[src/rtl/calc_entry_ctrl_pkg.sv]
// Shared encodings for the calculator keypad entry controller.
package calc_entry_ctrl_pkg;

    localparam int unsigned DIGIT_W    = 4;
    localparam int unsigned CNT_W      = 3;
    localparam int unsigned KEY_W      = 5;
    localparam int unsigned MAX_DIGITS = 4;

    typedef enum logic [1:0] {
        S_LA  = 2'd0,
        S_LB  = 2'd1,
        S_OBL = 2'd2
    } entry_state_t;

    typedef enum logic [2:0] {
        SL_ADD  = 3'd0,
        SL_SUB  = 3'd1,
        SL_XOR  = 3'd2,
        SL_AND  = 3'd3,
        SL_OR   = 3'd4,
        SL_NONE = 3'd7
    } op_sel_t;

    typedef enum logic [2:0] {
        KC_NONE,
        KC_DIGIT,
        KC_OP,
        KC_EQ,
        KC_CLR,
        KC_BKSP
    } key_class_t;

    localparam logic [KEY_W-1:0] K_ADD  = 5'd16;
    localparam logic [KEY_W-1:0] K_SUB  = 5'd17;
    localparam logic [KEY_W-1:0] K_XOR  = 5'd18;
    localparam logic [KEY_W-1:0] K_AND  = 5'd19;
    localparam logic [KEY_W-1:0] K_OR   = 5'd20;
    localparam logic [KEY_W-1:0] K_EQ   = 5'd21;
    localparam logic [KEY_W-1:0] K_CLR  = 5'd22;
    localparam logic [KEY_W-1:0] K_BKSP = 5'd23;

    // Operation selected by an op key; SL_NONE for anything else.
    function automatic op_sel_t op_of(input logic [KEY_W-1:0] code);
        op_sel_t op;
        case (code)
            K_ADD:   op = SL_ADD;
            K_SUB:   op = SL_SUB;
            K_XOR:   op = SL_XOR;
            K_AND:   op = SL_AND;
            K_OR:    op = SL_OR;
            default: op = SL_NONE;
        endcase
        return op;
    endfunction

    function automatic key_class_t classify(input logic [KEY_W-1:0] code);
        key_class_t kc;
        if (code <= 5'd9)               kc = KC_DIGIT;
        else if (op_of(code) != SL_NONE) kc = KC_OP;
        else if (code == K_EQ)          kc = KC_EQ;
        else if (code == K_CLR)         kc = KC_CLR;
        else if (code == K_BKSP)        kc = KC_BKSP;
        else                            kc = KC_NONE;
        return kc;
    endfunction

endpackage

[src/rtl/calc_entry_ctrl_entry_reg.sv]
// bcd_entry_reg: 4-digit BCD shift register with a digit count, one per operand.
module bcd_entry_reg
    import calc_entry_ctrl_pkg::*;
(
    input  logic               clk,
    input  logic               rst,
    input  logic               shl,
    input  logic               shr,
    input  logic               clr,
    input  logic               load1,
    input  logic [DIGIT_W-1:0] din,
    output logic [DIGIT_W-1:0] D1,
    output logic [DIGIT_W-1:0] D2,
    output logic [DIGIT_W-1:0] D3,
    output logic [DIGIT_W-1:0] D4,
    output logic [CNT_W-1:0]   cnt,
    output logic               full,
    output logic               empty
);

    assign full  = (cnt == CNT_W'(MAX_DIGITS));
    assign empty = (cnt == '0);

    // clr wins over load1, which wins over shifts; shifts saturate at the ends.
    always_ff @(posedge clk or posedge rst) begin
        if (rst) begin
            D1  <= '0;
            D2  <= '0;
            D3  <= '0;
            D4  <= '0;
            cnt <= '0;
        end else if (clr) begin
            D1  <= '0;
            D2  <= '0;
            D3  <= '0;
            D4  <= '0;
            cnt <= '0;
        end else if (load1) begin
            D1  <= '0;
            D2  <= '0;
            D3  <= '0;
            D4  <= din;
            cnt <= (din != '0) ? CNT_W'(1) : CNT_W'(0);
        end else if (shl && !full) begin
            D1  <= D2;
            D2  <= D3;
            D3  <= D4;
            D4  <= din;
            cnt <= cnt + CNT_W'(1);
        end else if (shr && !empty) begin
            D4  <= D3;
            D3  <= D2;
            D2  <= D1;
            D1  <= '0;
            cnt <= cnt - CNT_W'(1);
        end
    end

endmodule

[src/rtl/calc_entry_ctrl.sv]
// Keypad entry controller: key edge detect, decode and entry FSM driving
// two BCD operand registers, the operation select and the calculator state.
module calc_entry_ctrl
    import calc_entry_ctrl_pkg::*;
(
    input  logic               clk,
    input  logic               rst,
    input  logic               key_valid,
    input  logic [KEY_W-1:0]   key_code,
    output logic [DIGIT_W-1:0] A1,
    output logic [DIGIT_W-1:0] A2,
    output logic [DIGIT_W-1:0] A3,
    output logic [DIGIT_W-1:0] A4,
    output logic [DIGIT_W-1:0] B1,
    output logic [DIGIT_W-1:0] B2,
    output logic [DIGIT_W-1:0] B3,
    output logic [DIGIT_W-1:0] B4,
    output logic [1:0]         ST,
    output logic [2:0]         ST_L,
    output logic               entry_err
);

    entry_state_t st, st_nxt;
    op_sel_t      st_l, st_l_nxt;
    logic         prev_valid;
    logic         err_nxt;

    logic a_shl, a_shr, a_clr, a_load, a_full, a_empty;
    logic b_shl, b_shr, b_clr, b_full, b_empty;
    logic [CNT_W-1:0] a_cnt, b_cnt;

    logic               key_event_c;
    key_class_t         kc_c;
    op_sel_t            op_c;
    logic [DIGIT_W-1:0] digit_c;

    assign key_event_c = key_valid && !prev_valid;
    assign kc_c        = classify(key_code);
    assign op_c        = op_of(key_code);
    assign digit_c     = key_code[DIGIT_W-1:0];

    // prev_valid resets high so a key held through reset never fires.
    always_ff @(posedge clk or posedge rst) begin
        if (rst) begin
            prev_valid <= 1'b1;
            st         <= S_LA;
            st_l       <= SL_NONE;
            entry_err  <= 1'b0;
        end else begin
            prev_valid <= key_valid;
            st         <= st_nxt;
            st_l       <= st_l_nxt;
            entry_err  <= err_nxt;
        end
    end

    always_comb begin
        st_nxt   = st;
        st_l_nxt = st_l;
        err_nxt  = 1'b0;
        a_shl    = 1'b0;
        a_shr    = 1'b0;
        a_clr    = 1'b0;
        a_load   = 1'b0;
        b_shl    = 1'b0;
        b_shr    = 1'b0;
        b_clr    = 1'b0;
        if (key_event_c) begin
            if (kc_c == KC_CLR) begin
                a_clr    = 1'b1;
                b_clr    = 1'b1;
                st_l_nxt = SL_NONE;
                st_nxt   = S_LA;
            end else begin
                case (st)
                    S_LA: begin
                        case (kc_c)
                            // a leading zero is accepted but not stored
                            KC_DIGIT: if (a_full) err_nxt = 1'b1;
                                      else a_shl = !(a_cnt == '0 && digit_c == '0);
                            KC_BKSP:  if (a_empty) err_nxt = 1'b1;
                                      else a_shr = 1'b1;
                            KC_OP: begin
                                st_l_nxt = op_c;
                                b_clr    = 1'b1;
                                st_nxt   = S_LB;
                            end
                            KC_EQ:    err_nxt = 1'b1;
                            default:  ;
                        endcase
                    end
                    S_LB: begin
                        case (kc_c)
                            KC_DIGIT: if (b_full) err_nxt = 1'b1;
                                      else b_shl = !(b_cnt == '0 && digit_c == '0);
                            KC_BKSP:  if (b_empty) err_nxt = 1'b1;
                                      else b_shr = 1'b1;
                            KC_OP:    if (b_empty) st_l_nxt = op_c;
                                      else err_nxt = 1'b1;
                            KC_EQ:    st_nxt = S_OBL;
                            default:  ;
                        endcase
                    end
                    S_OBL: begin
                        case (kc_c)
                            KC_DIGIT: begin
                                a_load   = 1'b1;
                                b_clr    = 1'b1;
                                st_l_nxt = SL_NONE;
                                st_nxt   = S_LA;
                            end
                            KC_OP, KC_BKSP: err_nxt = 1'b1;
                            default: ;
                        endcase
                    end
                    default: st_nxt = S_LA;
                endcase
            end
        end
    end

    assign ST   = st;
    assign ST_L = st_l;

    bcd_entry_reg u_reg_a (
        .clk   (clk),
        .rst   (rst),
        .shl   (a_shl),
        .shr   (a_shr),
        .clr   (a_clr),
        .load1 (a_load),
        .din   (digit_c),
        .D1    (A1),
        .D2    (A2),
        .D3    (A3),
        .D4    (A4),
        .cnt   (a_cnt),
        .full  (a_full),
        .empty (a_empty)
    );

    bcd_entry_reg u_reg_b (
        .clk   (clk),
        .rst   (rst),
        .shl   (b_shl),
        .shr   (b_shr),
        .clr   (b_clr),
        .load1 (1'b0),
        .din   (digit_c),
        .D1    (B1),
        .D2    (B2),
        .D3    (B3),
        .D4    (B4),
        .cnt   (b_cnt),
        .full  (b_full),
        .empty (b_empty)
    );

endmodule

[config.mk]
export PLATFORM = sky130hd
export DESIGN_NAME = calc_entry_ctrl
export DESIGN_NICKNAME = d
export VERILOG_FILES = /design/src/rtl/calc_entry_ctrl_pkg.sv /design/src/rtl/calc_entry_ctrl_entry_reg.sv /design/src/rtl/calc_entry_ctrl.sv
export SDC_FILE = /design/constraint.sdc
export NUM_CORES = 1
export LEC_CHECK = 0
export ABC_CLOCK_PERIOD_IN_PS = 2800
export CORE_MARGIN = 5
export CORE_UTILIZATION = 25
export DETAILED_ROUTE_END_ITERATION = 10
export GPL_TIMING_DRIVEN = 0
export PLACE_DENSITY = 0.45
export SLEW_MARGIN = 10
export SYNTH_ARGS = -nofsm -noshare
export SYNTH_HDL_FRONTEND = slang
export SYNTH_SLANG_ARGS = --single-unit
export TNS_END_PERCENT = 100
[constraint.sdc]
create_clock -name clk -period 2.8 [get_ports clk]
set_input_delay 0.56 -clock clk [delete_from_list [all_inputs] [get_ports clk]]
set_output_delay 0.56 -clock clk [all_outputs]
set_load 0.02 [all_outputs]
# After elaboration in Yosys (flattened, before gate mapping)
# Cells that the tools add are included.
dict set report op_classes {
  reduce_logical 25
  order_cmp 1
  n_addsub 4
  mux 94
  n_eq_ne 23
}
# op count
set ops {}
lappend ops {{4-bit two-way mux} 28}
lappend ops {{3-bit two-way mux} 18}
lappend ops {{5-bit == test (second input constant)} 8}
lappend ops {{1-bit two-way mux} 37}
lappend ops {{3-bit one-hot mux with 5 select lines} 1}
lappend ops {{3-bit == test (second input constant)} 4}
lappend ops {{3-bit != test (second input constant)} 4}
lappend ops {{4-bit nonzero test} 3}
lappend ops {{1-bit one-hot mux with 3 select lines} 3}
lappend ops {{3-bit one-hot mux with 3 select lines} 1}
lappend ops {{2-bit two-way mux} 4}
lappend ops {{1-bit logical AND} 7}
lappend ops {{1-bit logical NOT} 7}
lappend ops {{3-bit by 1-bit adder with 3-bit output (second input constant)} 2}
lappend ops {{3-bit by 2-bit == test with 1-bit output (second input constant)} 2}
lappend ops {{3-bit logical NOT} 2}
lappend ops {{3-bit by 2-bit != test with 1-bit output (second input constant)} 2}
lappend ops {{2-bit one-hot mux with 3 select lines} 1}
lappend ops {{6-bit AND reduction} 1}
lappend ops {{3-bit by 1-bit subtractor with 3-bit output (second input constant)} 2}
lappend ops {{5-bit by 4-bit <= comparator with 1-bit output (second input constant)} 1}
lappend ops {{4-bit logical NOT} 1}
lappend ops {{4-bit AND reduction} 1}
lappend ops {{3-bit by 1-bit == test with 1-bit output (second input constant)} 1}
lappend ops {{6 further kinds} 6}
dict set report word_totals {
  reg_bits 45
}

# Depth between registers and ports, before layout
# Gate-level depths: netlist of run 1.
dict set report logic_depth {
  ltp_word 16
  depth_mapped 9
}

# By module
# Synthesis of run 1 repeated with hierarchy kept, for this count alone.
dict set report unflattened {
  hier_cells 299
  area_unflattened_um2 2751.4
}
# module n_inst seq_area_each_um2 cells_per_inst area_each_um2
set by_module_without_submodules {}
lappend by_module_without_submodules {bcd_entry_reg 2 475.5 111 1044.8}
lappend by_module_without_submodules {calc_entry_ctrl 1 180.2 77 661.9}

# Worst setup path before layout of run 1
# Ideal clock, no wire load.
dict set report synth_path {
  path_type {input to register}
  from {input port key_code[2]}
  to {register u_reg_b.cnt[1]}
  setup_ns 0.124
  t_required_ns 2.676
  path_stages 9
  path_buffers 3
  setup_slack_ns 0.312
  arrival_time_ns 2.364
  cell_sequence {buf_2 > and4b_4 > nand2b_2 > nand4_1 > buf_2 > buf_1 > fa_1 > a21bo_1 > a21oi_1}
}
dict set report synth_via {
  elab_chain_len 14
  word_cells_on_any_way 43
}
# item line
set synth_lines {}
lappend synth_lines {{start, declared} calc_entry_ctrl.sv:9} ;# input logic [KEY_W-1:0] key_code,
lappend synth_lines {{5-bit == test, on equally long branches} {calc_entry_ctrl_pkg.sv:45, calc_entry_ctrl_pkg.sv:62}}
lappend synth_lines {{3-bit one-hot mux with 5 select lines / 3-bit two-way mux (equally long branches)} {calc_entry_ctrl_pkg.sv:45, calc_entry_ctrl_pkg.sv:62}}
lappend synth_lines {{3-bit two-way mux, on equally long branches} {calc_entry_ctrl_pkg.sv:58, calc_entry_ctrl_pkg.sv:61}}
lappend synth_lines {{3-bit != test / 3-bit two-way mux (equally long branches)} {calc_entry_ctrl_pkg.sv:59, calc_entry_ctrl_pkg.sv:60}}
lappend synth_lines {{3-bit two-way mux} calc_entry_ctrl_pkg.sv:59} ;# else if (op_of(code) != SL_NONE) kc = KC_OP;
lappend synth_lines {{3-bit two-way mux} calc_entry_ctrl_pkg.sv:58} ;# if (code <= 5'd9) kc = KC_DIGIT;
lappend synth_lines {{3-bit by 1-bit == test with 1-bit output} {calc_entry_ctrl.sv:93, calc_entry_ctrl.sv:105}}
lappend synth_lines {{1-bit two-way mux} calc_entry_ctrl.sv:93} ;# case (kc_c)
lappend synth_lines {{1-bit two-way mux} calc_entry_ctrl.sv:75} ;# case (st)
lappend synth_lines {{1-bit two-way mux} calc_entry_ctrl.sv:69} ;# if (kc_c == KC_CLR) begin
lappend synth_lines {{1-bit two-way mux} calc_entry_ctrl.sv:68} ;# if (key_event_c) begin
lappend synth_lines {{1-bit logical AND} calc_entry_ctrl_entry_reg.sv:44} ;# end else if (shl && !full) begin
lappend synth_lines {{3-bit two-way mux} calc_entry_ctrl_entry_reg.sv:44}
lappend synth_lines {{3-bit two-way mux} calc_entry_ctrl_entry_reg.sv:32} ;# end else if (clr) begin
lappend synth_lines {{end signal, assigned} calc_entry_ctrl_entry_reg.sv:43} ;# cnt <= (din != '0) ? CNT_W'(1) : CNT_W'(0);
lappend synth_lines {{end signal, assigned} calc_entry_ctrl_entry_reg.sv:49} ;# cnt <= cnt + CNT_W'(1);
lappend synth_lines {{end signal, assigned} calc_entry_ctrl_entry_reg.sv:55} ;# cnt <= cnt - CNT_W'(1);
lappend synth_lines {{end, declared} calc_entry_ctrl_entry_reg.sv:16} ;# output logic [CNT_W-1:0] cnt,
# Several ways; a longest one is shown, not always the timed one. The select of a mux whose other input is x is not followed.
# A chain may end at the register's enable or synchronous reset.

# Worst setup path after layout of run 1
dict set report layout_path {
  from {input port key_valid}
  to {register u_reg_b.cnt[1]}
}
dict set report layout_via {
  elab_chain_len 5
  word_cells_on_any_way 9
}
# item line
set layout_lines {}
lappend layout_lines {{start, declared} calc_entry_ctrl.sv:8} ;# input logic key_valid,
lappend layout_lines {{1-bit logical AND (*)} calc_entry_ctrl.sv:37} ;# assign key_event_c = key_valid && !prev_valid;
lappend layout_lines {{1-bit two-way mux} calc_entry_ctrl.sv:68}
lappend layout_lines {{1-bit logical AND} calc_entry_ctrl_entry_reg.sv:44}
lappend layout_lines {{3-bit two-way mux} calc_entry_ctrl_entry_reg.sv:44}
lappend layout_lines {{3-bit two-way mux} calc_entry_ctrl_entry_reg.sv:32}
# Every way passes the cells marked *; elsewhere a longest branch is shown, timed or not.

==> results of run 1 <==
-- path summary, 6_finish.rpt --
kind	startpoint	to
max in group asynchronous	rst	prev_valid
worst max-delay path	key_valid	u_reg_b.cnt[1]
worst min-delay path	u_reg_a.D1[3]	u_reg_a.D1[3]
min in group asynchronous	rst	u_reg_b.D3[1]
worst min register to register	u_reg_a.D1[3]	u_reg_a.D1[3]
worst max register to register	ST[0]	u_reg_a.cnt[1]
-- synth_stat cells, types with 2 or more instances --
master      n
a21oi_1     6
nor4_4      2
nand2_1     6
nor3_1      2
buf_1       2
nor2_1     24
nor3_4      2
nand3_1     7
o2bb2ai_1   4
o21ai_1     2
dfstp_2     4
buf_4       2
clkbuf_1    2
mux2_2      3
inv_1       8
dfrtp_1    41
fa_1        2
mux2i_1    28
o21ai_0     2
o21a_1      2
buf_6       4
o22ai_1     5
nand2b_1    4
a211oi_1   22
a22o_1      5
buf_2       8
-- registers in the layout, indices dropped and copies added (netlist names) --
register,count
u_reg_a.D2,4
u_reg_a.D1,4
u_reg_b.D1,4
entry_err,1
ST,2
u_reg_b.D2,4
u_reg_a.D3,4
u_reg_b.D4,4
u_reg_b.D3,4
u_reg_a.cnt,3
u_reg_b.cnt,3
ST_L,3
prev_valid,1
u_reg_a.D4,4
-- power by group through the flow --
stage	Clock (mW)	Sequential [mW]	Combinational, mW
6_report	0.523	1.07	1.02
5_1_grt	0.569	1.12	1.10
4_1_cts	0.536	1.08	1.02
3_5_place_dp	0	1.08	1.01
3_3_place_gp	0	1.09	1.00
2_1_floorplan	0	1.25	0.366
-- worst max-delay path, delay by kind of cell --
family                     cells  cell delay [ns]
buffers and inverters          4             1.01
and+or+nand+nor                3             0.52
AOI/OAI and AO/OA              2             0.33
adders and majority gates      1             0.49
-- cells by family (layout without fill, tap and decap cells) --
logic type                 Yosys count  count (layout)  synth area share [%]
AOI/OAI and AO/OA                   62              62                 18.87
and+or+nand+nor                     65              65                 17.36
adders and majority gates            2               2                 1.560
buffers and inverters               27              82                 5.900
muxes                               31              31                 12.24
DFF                                 45              45                 44.08
-- metal layers --
layer | global-route usage (%) | wire length [um] | up-vias
met5 | 0 | 0 | -
met3 | 2.129 | 220 | 9
met4 | 3.569 | 99 | 0
met2 | 18.38 | 3233 | 42
li1 | - | - | 966
met1 | 16.58 | 3448 | 1027
-- area by class of cell --
class                      instances  share of cell area (%)
clock inverter                     1                  0.8959
multi-input combinational        160                   38.56
timing repair buffer              47                   14.07
inverter                           9                   1.082
tap                              136                   5.077
buffer                            18                   3.994
clock buffer                       7                   2.576
sequential                        45                   33.74
-- repair_timing --
action	CTS	global route
buffers inserted	1	2
resized for setup	4	9
pin swaps	0	2
endpoints found under the setup margin	2	3
-- through the flow --
stage,power [mW],util (%)
floorplan,1.615,-
global placement,2.086,31.09
detailed placement,2.096,31.29
CTS,2.637,32.59
global route,2.785,32.91
finish,2.610,32.91
==> impl_results.md, run 1 <==
- Largest net degree at the start of global routing: 24
- Commonest non-fill, non-tap cell in the layout: clkdlybuf4s50_1
- Syn Area/Cell: around 11 um2
- Die X: between 100 and 150 um
- Sw Ratio: 35.80%
- Critical path's most frequent cell: buf_6
- Flops & latches, synth: 45
- Hold path depth: 1
- Fraction of layout cells with a size suffix above 1: 19.16%
- Worst Path Class, Setup: in2reg
- Initial Utilization: between 20% and 30%
- Clock power frac: 20.0%
- Tcrit/Tclk final: between 90% and 100%
- Cell Rows: 37
- Critical Path End Type: flop
- Iteration-0 DRC Markers: between 50 and 60
- Critical path arrival: 2.91 ns
- CTS tree: done
- Synthesized area: 2566 um2
- Largest cells by area after synthesis: dfrtp_1 (40%), mux2i_1 (11%), a211oi_1 (6.4%)
- FF-to-FF path depth: 8
- CP cell instances: clkdlybuf4s50_1, nor2b_2, buf_6, nor3b_4, nand4_1, buf_6, buf_4, fa_1, a21bo_1, a21oi_1
- Crit Path Max Fanout: 10
- Clock Path Buffers: 2
- CTS clk-pin slew, worst paths: 0.09 ns
- Fillcell total: approximately 1100
- DRC viols: 0
- Port bufs: 43
- Async set-reset flop share out of synthesis: 100.0%
- Area fraction of the dominant cell type after synthesis: 39.98%
- Slowest-stage cell, CP: clkdlybuf4s50_1
- TritonCTS buffer count: 5
- Final layout net count: ~300
- Clock Skews: 0.008368 ns
- Worst hold path class: reg2reg
- R2R setup slack: 0.44 ns
- First-pass GRT wire length: 11.91 mm
- Final instance area: 3352 um2
- Slew @ Worst Pin: 0.5315 ns
- Final Hold Viols: 0
- Area growth syn-to-layout: 30.62%
- DP Area: ~3200 um2
- Critical path required time: 3.03 ns
- Detail Route Antenna Nets: 0
- Clock latency at the later pin of the worst-skew pair: 0.30 ns
- Max Freq: ~370 MHz
- Mapped Cells: 232
- Logic pwr share: 38.9%
- Register area: roughly 1100 um2
- Setup ws final: 0.1186 ns
- Final wirelength: ~7 mm
- Mapped Nets: between 200 and 250
- Peak supply drop: about 0.38 mV
- Final Max Slew Viols: 0
- Most frequent cells in the layout: clkdlybuf4s50_1 (42), dfrtp_1 (41), mux2i_1 (28)
- Antenna violations before repair: 0
- Final setup viols: 0
- Multi-input logic area: 1292 um2
- Startpoint Class: input port
- Top FF cell, synth: dfrtp_1
- WHS: between 0.5 and 0.6 ns
- Post-synth cell types: 59
- Die area: roughly 12000 um2
- CTS H-tree depth: 2
- Sequential fraction of the synthesis area: between 40% and 50%
- DRT Pass-1 Iters: 4
- Hpwl dp: 5.025 mm
- YS warnings: 0
- Routed len/inst: 16.55 um
- Place WS: -0.6963 ns
- N_diodes: 0
- Core area: approximately 10000 um2
- Vias in the first global route: around 2100
- Gr ovfl total: 0
- Final min period: 2.681 ns
- Vias per std cell: just under 5
- Seq pwr share: 41.1%
- Yosys top cell by area: dfrtp_1
- Run status: finished, final reports clean
- Routed vias: 2044
- GRT Resource Usage Total: a little under an eighth
- Placed Cells: approximately 410
- Max stage delay on crit path: 0.49 ns
- Number of max-cap violations: 0
- CTS root buf: clkbuf_8
- Clk sinks: between 40 and 50
- Finished Layout Cells: ~420
- Ports: 46
- Leak Pwr: about 1.4 nW
- PwrDens: 778.7 nW/um2
- Internal power: roughly 1.7 mW
- Sw power: 934.3 uW
- CTS hold repair buffers: 0
- TNS Setup: 0 ns
- Final Wtd Congestion: 0.7630
- Die H: 111.3 um
- Number of enable flip-flop cells after synthesis: 0
- Max-Slew Margin vs Limit: 64.52%
Power figures use the tool's default switching activity.
==> run 2, diff against run 1 <==
--- a/config.mk
+++ b/config.mk
@@ -5,6 +5,7 @@
 export SDC_FILE = /design/constraint.sdc
 export NUM_CORES = 1
 export LEC_CHECK = 0
+export ABC_AREA = 0
 export ABC_CLOCK_PERIOD_IN_PS = 2800
 export CORE_MARGIN = 5
 export CORE_UTILIZATION = 25
@@ -14,5 +15,6 @@
 export SLEW_MARGIN = 10
 export SYNTH_ARGS = -nofsm -noshare
 export SYNTH_HDL_FRONTEND = slang
+export SYNTH_HIERARCHICAL = 1
 export SYNTH_SLANG_ARGS = --single-unit
 export TNS_END_PERCENT = 100
==> run 2 against run 1 <==
  * Final area rose by 12%
  * Area after synthesis is 7.2% higher
  * Sequential cell count stayed put
  * Wire length up 14%
  * Largest cell class unchanged
  * Largest power group unchanged
==> impl_results.md, run 2 <==
- Run status: finished, final reports clean (unchanged)
- Routed vias: 2541 (was 2044)
- TNS Setup: 0 ns (unchanged)
- Number of enable flip-flop cells after synthesis: 0 (unchanged)
- Yosys top cell by area: dfrtp_1 (unchanged)
- Commonest non-fill, non-tap cell in the layout: dfrtp_1 (was clkdlybuf4s50_1)
- Clock latency at the later pin of the worst-skew pair: 0.30 ns (about the same)
- Setup ws final: 0.1198 ns (was 0.1186 ns)
- Routed len/inst: 15.66 um (was 16.55 um)
- Fillcell total: 1126 (was 1078)
- GRT Resource Usage Total: 12.32% (was 11.76%)
- Leak Pwr: 1.489 nW (was 1.369 nW)
- Initial Utilization: 25.49% (was 25.20%)
- Logic pwr share: 31.1% (was 38.9%)
- Flops & latches, synth: 45 (unchanged)
- Port bufs: 45 (was 43)
- PwrDens: 518.1 nW/um2 (was 778.7 nW/um2)
- Max Freq: 373.1 MHz (was 372.9 MHz)
- Vias in the first global route: 2485 (was 2123)
- Critical path required time: 3.00 ns (was 3.03 ns)
- Area growth syn-to-layout: 36.43% (was 30.62%)
- CTS clk-pin slew, worst paths: 0.09 ns (about the same)
- Commonest cells in the netlist: dfrtp_1 (41), nor2_1 (38), nand2_1 (26) (was dfrtp_1 (41), mux2i_1 (28), nor2_1 (24))
- Syn Area/Cell: 9.202 um2 (was 11.06 um2)
- N_diodes: 0 (unchanged)
- Place WS: -1.188 ns (was -0.6963 ns)
- TritonCTS buffer count: 5 (unchanged)
- Final layout net count: 379 (was 296)
- Critical Path End Type: flop (unchanged)
- Iteration-0 DRC Markers: 126 (was 51)
- Placed Cells: 487 (was 412)
- Clock Path Buffers: 2 (unchanged)
- Fin util: 34.78% (was 32.91%)
- CTS H-tree depth: 2 (unchanged)
- Tcrit/Tclk final: 95.72% (was 95.76%)
- Vias per std cell: 4.982 (was 4.832)
- Final min period: 2.680 ns (was 2.681 ns)
- Hold path depth: 1 (unchanged)
- Hpwl dp: 5.720 mm (was 5.025 mm)
- Die H: 114.9 um (was 111.3 um)
- Final Max Slew Viols: 0 (unchanged)
- Sw Ratio: 33.50% (was 35.80%)
- Synthesized area: 2751 um2 (was 2566 um2)
- Post-synth cell types: 51 (was 59)
- Top FF cell, synth: dfrtp_1 (unchanged)
- Max-Slew Margin vs Limit: 47.71% (was 64.52%)
- Internal power: 1.293 mW (was 1.676 mW)
- Final setup viols: 0 (unchanged)
- YS warnings: 6 (was 0)
- Slew @ Worst Pin: 0.7835 ns (was 0.5315 ns)
- Finished Layout Cells: 510 (was 423)
- Seq pwr share: 42.9% (was 41.1%)
- Clk sinks: 45 (unchanged)
- Worst hold path class: in2reg (was reg2reg)
- Number of max-cap violations: 0 (unchanged)
- Largest cells by area after synthesis: dfrtp_1 (37%), nor2_1 (5.2%), dfstp_2 (3.8%) (was dfrtp_1 (40%), mux2i_1 (11%), a211oi_1 (6.4%))
- Cell Rows: 38 (was 37)
- Clock Skews: 0.006911 ns (was 0.008368 ns)
- RSZ-0062 raised after global routing: no
- Final wirelength: 7.985 mm (was 7.002 mm)
- Area fraction of the dominant cell type after synthesis: 37.29% (was 39.98%)
- Crit Path Max Fanout: 9 (was 10)
- Power Total: 1.945 mW (was 2.610 mW)
- DRT Pass-1 Iters: 4 (unchanged)
- First-pass GRT wire length: 13.22 mm (was 11.91 mm)
- Gr ovfl total: 0 (unchanged)
- Largest net degree at the start of global routing: 20 (was 24)
- Core area: 10790 um2 (was 10180 um2)
- Antenna violations before repair: 0 (unchanged)
- Peak supply drop: 0.2811 mV (was 0.3771 mV)
- Most frequent cells in the layout: dfrtp_1 (41), clkdlybuf4s50_1 (39), nor2_1 (38) (was clkdlybuf4s50_1 (42), dfrtp_1 (41), mux2i_1 (28))
- CTS root buf: clkbuf_8 (unchanged)
- Mapped Cells: 299 (was 232)
- Die area: 13200 um2 (was 12390 um2)
- Sequential fraction of the synthesis area: 41.11% (was 44.08%)
- Final Hold Viols: 0 (unchanged)
- FF-to-FF path depth: 10 (was 8)
- Detail Route Antenna Nets: 0 (unchanged)
- Most common cell in the netlist: dfrtp_1 (unchanged)
- Fraction of layout cells with a size suffix above 1: 25.68% (was 19.16%)
- Final Wtd Congestion: 0.8313 (was 0.7630)
- Ports: 46 (unchanged)
- Sw power: 651.5 uW (was 934.3 uW)
- Die X: 114.9 um (was 111.3 um)
- DRC viols: 0 (unchanged)
- Worst Path Class, Setup: in2reg (unchanged)
- Startpoint Class: input port (unchanged)
- Critical path arrival: 2.88 ns (was 2.91 ns)
- Async set-reset flop share out of synthesis: 100.0% (unchanged)
- CTS tree: done (unchanged)
- Clock power frac: 26.0% (was 20.0%)
- CTS hold repair buffers: 0 (unchanged)
run 2: changes by cell type after synthesis, sizes merged, moves of 9 or more:
cell	previous run	this run
mux2i	28	5
nand2	7	28
a21oi	6	25
nor2	24	38
nor3	4	16
a31oi	0	11
or3b	1	10
run 2: final cells by class:
cell class,count,area (um2),share of cell area (%)
sequential,45,1131,30.13
clock buffer,6,72.57,1.933
inverter,12,57.56,1.533
multi-input combinational,231,1630,43.43
buffer,13,97.59,2.600
tap,140,175.2,4.667
timing repair buffer,61,550.5,14.67
clock inverter,2,38.79,1.033
run 2: cells by family after synthesis:
logic type / Yosys count / synth area share, %
AND/OR/NAND/NOR: 135 / 26.79
XOR/XNOR: 3 / 0.9552
AO/OA/AOI/OAI: 82 / 22.37
other: 1 / 0.1363
flip-flops: 45 / 41.11
multiplexers: 5 / 1.819
buffers and inverters: 26 / 5.366
adder cells (fa/ha/maj): 2 / 1.455
run 2: routing by layer:
layer  vias to the layer above  track usage (%)  share of wire (%)
li1                       1223                -                  -
met1                      1246            17.48                 49
met2                        63            19.60                 46
met3                         9            2.158                4.0
met4                         0            2.895                1.1
met5                         -                0                  0
run 2: what timing repair did:
item | 4_1_cts | 5_1_grt
setup endpoints to repair | 38 | 32
buffers inserted | 9 | 7
hold endpoints to repair | 0 | 0
pin swaps | 5 | 5
resized for setup | 28 | 15
run 2: worst max-delay path, stage by stage:
cell and delay [ns]:
buf_2 0.15, buf_8 0.15, or2_4 0.27, a21oi_4 0.18
nand2_2 0.09, nor4_4 0.30, and2_4 0.23, clkinv_4 0.09
fa_2 0.41, nor3b_2 0.20, o21ai_1 0.08, and3_1 0.17
run 2: power groups by stage:
stage	clock, mW	combinational, mW	sequential (mW)
6_report	0.506	0.605	0.834
5_1_grt	0.557	0.659	0.854
4_1_cts	0.527	0.603	0.837
3_5_place_dp	0	0.585	0.844
3_3_place_gp	0	0.584	0.845
2_1_floorplan	0	0.270	0.914
run 2: metrics by stage:
step	instance area [um2]	hold WS, ns
2_1_floorplan	2828	0.3605
3_3_place_gp	3453	0.5188
3_5_place_dp	3453	0.5212
4_1_cts	3696	0.5445
5_1_grt	3754	0.4105
6_report	3754	0.4164
run 2: path summary, 6_finish.rpt:
path,from,to,slack (ns)
max in group asynchronous,rst,u_reg_b/D4[1],1.49
min reg2reg,ST_L[0],ST_L[0],0.54
max reg2reg,ST[1],u_reg_a/cnt[2],0.29
min in group asynchronous,rst,ST[1],0.61
min,key_valid,prev_valid,0.42
max,key_code[1],u_reg_b/cnt[2],0.12
==> run 3, diff against run 2 <==
--- a/config.mk
+++ b/config.mk
@@ -11,6 +11,7 @@
 export CORE_UTILIZATION = 25
 export DETAILED_ROUTE_END_ITERATION = 10
 export GPL_TIMING_DRIVEN = 0
+export MAX_ROUTING_LAYER = met4
 export PLACE_DENSITY = 0.45
 export SLEW_MARGIN = 10
 export SYNTH_ARGS = -nofsm -noshare
==> run 3 against run 2 <==
  * Utilization is the same
  * Sequential power is essentially flat
  * Global-route usage grew 0.40 points
  * Critical path type unchanged
  * Critical endpoint is now u_reg_a/cnt[2]
  * Largest power group unchanged
  * Combinational power is essentially flat
  * Hold slack gained 0.0042 ns
  * Total power is essentially flat
==> impl_results.md, run 3 (synthesis results as in run 2) <==
- Clock Path Buffers: 2 (unchanged)
- Cell Rows: 38 (unchanged)
- Clock latency at the later pin of the worst-skew pair: 0.30 ns (about the same)
- DRC viols: 0 (unchanged)
- TritonCTS buffer count: 5 (unchanged)
- Number of max-cap violations: 0 (unchanged)
- Tcrit/Tclk final: 95.98% (was 95.72%)
- Critical path origin: key_code[1] (unchanged)
- Die area: 13200 um2 (unchanged)
- DRT Pass-1 Iters: 4 (unchanged)
- Hpwl dp: 5.720 mm (unchanged)
- Max stage delay on crit path: 0.42 ns (was 0.41 ns)
- Detail Route Antenna Nets: 0 (unchanged)
- Place WS: -1.188 ns (unchanged)
- Crit Path Max Fanout: 9 (unchanged)
- Final Hold Viols: 0 (unchanged)
- Multi-input logic area: 1630 um2 (unchanged)
- Worst hold path class: in2reg (unchanged)
- Slew @ Worst Pin: 0.8001 ns (was 0.7835 ns)
- Fraction of layout cells with a size suffix above 1: 25.68% (unchanged)
- First-pass GRT wire length: 13.24 mm (was 13.22 mm)
- Die H: 114.9 um (unchanged)
- CTS hold repair buffers: 0 (unchanged)
- CTS root buf: clkbuf_8 (unchanged)
- Startpoint Class: input port (unchanged)
- Placed Cells: 487 (unchanged)
- Iteration-0 DRC Markers: 129 (was 126)
- Final instance area: 3754 um2 (unchanged)
- Clk sinks: 45 (unchanged)
- Final wirelength: 8.037 mm (was 7.985 mm)
- Max-Slew Margin vs Limit: 46.60% (was 47.71%)
- CTS tree: done (unchanged)
- Peak supply drop: 0.2811 mV (about the same)
- Gr ovfl total: 0 (unchanged)
- Critical path required time: 2.99 ns (was 3.00 ns)
- Clock Skews: 0.007044 ns (was 0.006911 ns)
- Leak Pwr: 1.489 nW (about the same)
- Fillcell total: 1126 (unchanged)
- Reg2reg start: u_reg_a/cnt[0] (was ST[1])
- RSZ-0062 raised after global routing: no (unchanged)
- Initial Utilization: 25.49% (unchanged)
- CTS H-tree depth: 2 (unchanged)
- Routed len/inst: 15.76 um (was 15.66 um)
- Core area: 10790 um2 (unchanged)
- CTS clk-pin slew, worst paths: 0.09 ns (about the same)
- Vias in the first global route: 2480 (was 2485)
- N_diodes: 0 (unchanged)
- CP cell instances: buf_2, buf_8, or2_4, a21o_4, nor4_4, and2_4, inv_8, fa_2, nor3b_2, o21ai_0, and3_1 (was buf_2, buf_8, or2_4, a21oi_4, nand2_2, nor4_4, and2_4, clkinv_4, fa_2, nor3b_2, o21ai_1, and3_1)
- PwrDens: 518.5 nW/um2 (was 518.1 nW/um2)
- Area growth syn-to-layout: 36.43% (unchanged)
- Final Max Slew Viols: 0 (unchanged)
- Largest net degree at the start of global routing: 20 (unchanged)
- Routed vias: 2531 (was 2541)
- DP Area: 3453 um2 (unchanged)
- Most frequent cells in the layout: dfrtp_1 (41), clkdlybuf4s50_1 (39), nor2_1 (38) (unchanged)
- Final setup viols: 0 (unchanged)
- Critical Path End Type: flop (unchanged)
- Die X: 114.9 um (unchanged)
- Final layout net count: 379 (unchanged)
- Run status: finished, final reports clean (unchanged)
- Finished Layout Cells: 510 (unchanged)
- Final Wtd Congestion: 0.8440 (was 0.8313)
- Register area: 1131 um2 (unchanged)
- Slowest-stage cell, CP: fa_2 (unchanged)
- Ports: 46 (unchanged)
- Commonest non-fill, non-tap cell in the layout: dfrtp_1 (unchanged)
- Final min period: 2.687 ns (was 2.680 ns)
- Critical path arrival: 2.88 ns (about the same)
- Vias per std cell: 4.963 (was 4.982)
- Max Freq: 372.1 MHz (was 373.1 MHz)
- GRT Resource Usage Total: 12.72% (was 12.32%)
- Port bufs: 45 (unchanged)
- Antenna violations before repair: 0 (unchanged)
- Worst Path Class, Setup: in2reg (unchanged)
- Worst Hold Launch: key_valid (unchanged)
- Setup ws final: 0.1126 ns (was 0.1198 ns)
-- run 3: changes by cell type in the layout (fill, tap and decap cells not counted), sizes merged --
cell	delta
buf	-1
clkbuf	+1
-- run 3: worst max-delay path: cells and delay by family --
kind | cells | cell delay, ns
AND/OR/NAND/NOR | 5 | 1.21
adder cells (fa/ha/maj) | 1 | 0.42
buffers and inverters | 3 | 0.35
AO/OA/AOI/OAI | 2 | 0.34
-- run 3: path summary, 6_finish.rpt --
kind | to | slack (ns) | depth (start not counted)
worst max-delay path | u_reg_a/cnt[2] | 0.11 | 11
worst min-delay path | prev_valid | 0.42 | 1
worst max register to register | u_reg_a/cnt[2] | 0.27 | 9
worst min register to register | ST_L[0] | 0.54 | 2
max in group asynchronous | u_reg_b/D4[1] | 1.48 | 2
min in group asynchronous | ST[1] | 0.61 | 2
-- run 3: through the flow --
| stage | hold slack, ns | util [%] | total power, mW | setup TNS [ns] |
|---|---|---|---|---|
| after detailed placement | 0.5212 | 32.00 | 1.429 | -35.06 |
| after floorplan | 0.3605 | - | 1.185 | -0.02164 |
| after CTS | 0.5445 | 34.25 | 1.966 | 0 |
| after global routing | 0.4105 | 34.78 | 2.070 | 0 |
| final | 0.4205 | 34.78 | 1.946 | 0 |
| after global placement | 0.5188 | 32.00 | 1.428 | -34.09 |
-- run 3: layout make-up --
class	instances	area share [%]
sequential	45	30.13
timing repair buffer	61	14.67
clock buffer	6	1.933
clock inverter	2	1.033
inverter	12	1.533
tap	140	4.667
multi-input combinational	231	43.43
buffer	13	2.600
-- run 3: what timing repair did --
action | in CTS | in global routing
resized for setup | 28 | 14
pin swaps | 5 | 5
endpoints found under the setup margin | 38 | 32
setup buffers | 9 | 7
-- run 3: layer usage --
metal	part of all wire, %	track usage [%]	wire (um)	vias to the layer above
li1	-	-	-	1223
met1	49	17.64	3937	1240
met2	46	19.52	3680	61
met3	4.2	2.105	337	7
met4	1.0	2.895	81	0
met5	0	-	0	-
-- run 3: where the power goes --
| part | internal [mW] | switching, mW | leakage [nW] |
|---|---|---|---|
| clock | 0.268 | 0.238 | 0.0554 |
| combinational | 0.281 | 0.324 | 0.848 |
| sequential | 0.744 | 0.0905 | 0.586 |
==> RTL edit 1: new RTL, config.mk and constraints of run 3 <==
Change the package constant `DIGIT_W` from 4 to 3.
--- a/src/rtl/calc_entry_ctrl_pkg.sv
+++ b/src/rtl/calc_entry_ctrl_pkg.sv
@@ -2,5 +2,5 @@
 package calc_entry_ctrl_pkg;
 
-    localparam int unsigned DIGIT_W    = 4;
+    localparam int unsigned DIGIT_W    = 3;
     localparam int unsigned CNT_W      = 3;
     localparam int unsigned KEY_W      = 5;
Interface: changed (8 resized); port bits go from 46 to 38. The function was not compared with the original's and may differ.
==> RTL edit 1 against run 3 <==
Total power rose by 9.0%; wire length fell by 13%; utilization fell by 0.57 points; fmax rose by 3.0%; worst hold slack improved by 97 ps; global-route usage rose by 0.55 points; count of clock-buffer cells in the layout rose by 1; design area fell by 17%; non-clock buffer count fell by 17; synthesized area fell by 15%; sequential share of layout area fell by 0.40 points; sequential cell count fell by 8; setup slack improved by 77 ps; critical endpoint unchanged; largest power group unchanged.
==> RTL edit 1: results <==
export IMPL_fillers=964
export IMPL_synthAdderAreaFrac=0.0108
export IMPL_via_count=2323
export IMPL_preCtsSetupSlack_ps=-1040
export IMPL_final_seq_area_um2=931
export IMPL_synth_seq_area_share=0.400
export IMPL_status="completed"
export IMPL_clkCellAreaFrac=0.0324
export IMPL_multi_input_area_share=0.449
export IMPL_synthTopCellsByArea="dfrtp_1 35%, a21oi_1 7.3%, o21ai_0 6.0%"
export IMPL_period_share=0.932
export IMPL_nNonClkBuffers=57
export IMPL_worst_slew_pin_slew_ps=1100
export IMPL_stdcell_count=447
export IMPL_reg2reg_from="ST[0]"
export IMPL_hold_class="reg2reg"
export IMPL_synthXorXnorAreaFrac=0.0113
export IMPL_num_multi_input_gates=216
export IMPL_peakVddDrop_uv=438
export IMPL_gp_congestion=0.791
export IMPL_cp_slowest_stage_delay_ps=310
export IMPL_grt_max_degree=16
export IMPL_first_global_vias=2246
export IMPL_hpwlAfterDp_mm=4.92
export IMPL_p_leak_nw=1.23
export IMPL_cts_sink_count=37
export IMPL_io_buffer_count=37
## RTL edit 1: where the power goes
part / internal [mW] / total [mW] / switching (mW)
sequential: 0.680 / 0.856 / 0.176
clock: 0.223 / 0.437 / 0.214
combinational: 0.381 / 0.829 / 0.448
## RTL edit 1: metrics by stage
step	hold WS [ps]	cell area [um2]	total power, mW	setup TNS (ps)
6_report	517	3130	2.12	0
5_1_grt	531	3130	2.27	0
4_1_cts	526	3100	2.13	0
3_5_place_dp	513	2860	1.63	-24010
3_3_place_gp	513	2860	1.64	-23890
2_1_floorplan	360	2350	1.27	0
## RTL edit 1: per-layer routing
metal | global-route usage | vias up | routed length (um)
li1 | - | 1131 | -
met1 | 0.180 | 1144 | 3580
met2 | 0.204 | 42 | 3200
met3 | 0.0249 | 6 | 170
met4 | 0.0365 | 0 | 72
met5 | - | - | 0
## RTL edit 1: timing repair
action                     CTS  global route
hold buffers                 0             0
resized for setup           36            13
pin swaps                    5             7
setup endpoints to repair   30            21
setup buffers                4             3
==> RTL edit 2: new RTL, config.mk and constraints of run 3 <==
Made on the original files. Reset style: synchronous (`rst`), changed in 2 clocked blocks.
--- a/src/rtl/calc_entry_ctrl_entry_reg.sv
+++ b/src/rtl/calc_entry_ctrl_entry_reg.sv
@@ -23,5 +23,5 @@
 
     // clr wins over load1, which wins over shifts; shifts saturate at the ends.
-    always_ff @(posedge clk or posedge rst) begin
+    always_ff @(posedge clk) begin
         if (rst) begin
             D1  <= '0;
--- a/src/rtl/calc_entry_ctrl.sv
+++ b/src/rtl/calc_entry_ctrl.sv
@@ -41,5 +41,5 @@
 
     // prev_valid resets high so a key held through reset never fires.
-    always_ff @(posedge clk or posedge rst) begin
+    always_ff @(posedge clk) begin
         if (rst) begin
             prev_valid <= 1'b1;
Function: differs if rst is asserted again (counterexample within 4 cycles, from zero or initial values and one cycle with rst high); with rst held inactive, the same outputs for 10 cycles.
==> RTL edit 2 against run 3 <==
Synthesized cell count rose by 0.67%; synthesized area down 4.5%; global-route usage is 0.13 points higher; via count is 0.20% higher; design area is 4.0% lower; clock skew is 2.5 ps lower; sequential cell count stayed put; setup slack better by 29 ps; cell count is 0.98% lower; wire length shrank 2.0%; critical endpoint is now u_reg_a/cnt[2].
Power is not compared: it rests on default switching activity, and its combinational part moved more than twofold at a synthesized area within 25%.
==> RTL edit 2: results <==
export IMPL_status="completed"
export IMPL_powerDensity_mw_per_mm2=342
export IMPL_netlist_instances=301
export IMPL_nets=378
export IMPL_synth_compound_area_share=0.331
export IMPL_fillers=1091
export IMPL_path_max_fanout=9
export IMPL_r2r_end="u_reg_b/cnt[2]"
export IMPL_cts_buffers=5
export IMPL_synth_commonest_cells="45 x dfxtp_1, 25 x a21oi_1, 22 x inv_1"
export IMPL_ff2ff_path_depth=12
export IMPL_clkTransAtPathRegs_ps=90
export IMPL_peakVddDrop_uv=189
export IMPL_pg_comb_mw=0.157
export IMPL_startpoint="key_valid"
export IMPL_hold_class="reg2reg"
export IMPL_synthMuxAreaShare=0.0386
export IMPL_synth_seq_area_share=0.343
export IMPL_drive_gt1_frac=0.222
export IMPL_synthXorXnorAreaFrac=0.00333
export IMPL_grt_usage=0.129
export IMPL_async_flop_share=0
export IMPL_cp_endpoint="u_reg_a/cnt[2]"
export IMPL_clk_latency_ps=300
export IMPL_cp_slowest_stage_delay_ps=500
export IMPL_fin_worst_skew_ps=4.53
export IMPL_p_int_mw=0.887
export IMPL_finalWirelength_mm=7.87
export IMPL_grt_pass1_wl_mm=13.2
export IMPL_ys_types=73
export IMPL_grt_max_degree=16
export IMPL_synthTopCellsByArea="dfxtp_1 34%, a21oi_1 4.8%, mux2i_1 3.4%"
export IMPL_reg2reg_from="u_reg_b/cnt[0]"
export IMPL_synthAdderAreaFrac=0.0152
export IMPL_cts_max_level=2
export IMPL_first_pass_iters=4
export IMPL_worst_slew_pin_slew_ps=1030
export IMPL_gp_congestion=0.862
export IMPL_clock_power_share=0.342
export IMPL_first_global_vias=2498
export IMPL_p_leak_nw=1.26
export IMPL_cts_root_buf="clkbuf_8"
export IMPL_cpMaxStageDelayCell="clkdlybuf4s50_1"
export IMPL_final_seq_area_um2=910
export IMPL_drt_iter0_markers=136
export IMPL_hpwlAfterDp_mm=5.70
export IMPL_worstPathArrival_ps=2880
export IMPL_cts_buffer_depth=2
export IMPL_stdcell_count=505
export IMPL_reg2reg_slack_ps=200
export IMPL_antenna_found_initial=0
export IMPL_placed_area_mm2=0.00330
export IMPL_dpl_cell_count=487
export IMPL_preCtsSetupSlack_ps=-1150
export IMPL_io_buffer_count=45
export IMPL_fin_crit_ps=2660
export IMPL_vias_per_cell=5.02
## RTL edit 2: routing by layer
metal | vias to the layer above | track usage | wire length (um)
li1 | 1261 | - | -
met1 | 1222 | 0.169 | 3800
met2 | 49 | 0.207 | 3820
met3 | 4 | 0.0243 | 237
met4 | 0 | 0.0256 | 19
met5 | - | - | 0
## RTL edit 2: critical path, delay by kind of cell
kind | cells | cell delay [ps]
AO/OA/AOI/OAI | 2 | 390
AND/OR/NAND/NOR | 4 | 810
adder cells (fa/ha/maj) | 1 | 360
buffers and inverters | 3 | 740
## RTL edit 2: worst min path at each step
stage,cells past startpoint,startpoint,end,slack (ps)
2_1_floorplan,2,u_reg_a/D1[0],u_reg_a/D2[0],530
3_3_place_gp,2,u_reg_a/D1[1],u_reg_a/D2[1],450
3_5_place_dp,2,u_reg_a/D1[1],u_reg_a/D2[1],460
4_1_cts,2,u_reg_a/D1[2],u_reg_a/D2[2],470
5_1_grt,2,u_reg_a/D1[0],u_reg_a/D2[0],490
6_report,2,u_reg_a/D1[3],u_reg_a/D2[3],470
## RTL edit 2: layout make-up
type                            count  share of cell area
Multi-Input combinational cell    222               0.472
Sequential cell                    45               0.252
Timing Repair Buffer               56               0.145
Tap cell                          136              0.0472
Buffer                             15              0.0326
Inverter                           23              0.0253
Clock buffer                        5              0.0191
Clock inverter                      3             0.00590
## RTL edit 2: cells by family after synthesis
group,Yosys count
muxes,10
AOI/OAI and AO/OA,113
xor gates and xnor gates,1
and+or+nand+nor,90
adders and majority gates,2
other,1
DFF,45
buffers and inverters,39
## RTL edit 2: timing repair
action / in CTS / in global routing
setup endpoints to repair: 38 / 21
hold buffers: 0 / 0
gates resized for setup: 36 / 15
setup buffers: 5 / 6
cloned: 0 / 0
pin swaps: 4 / 9
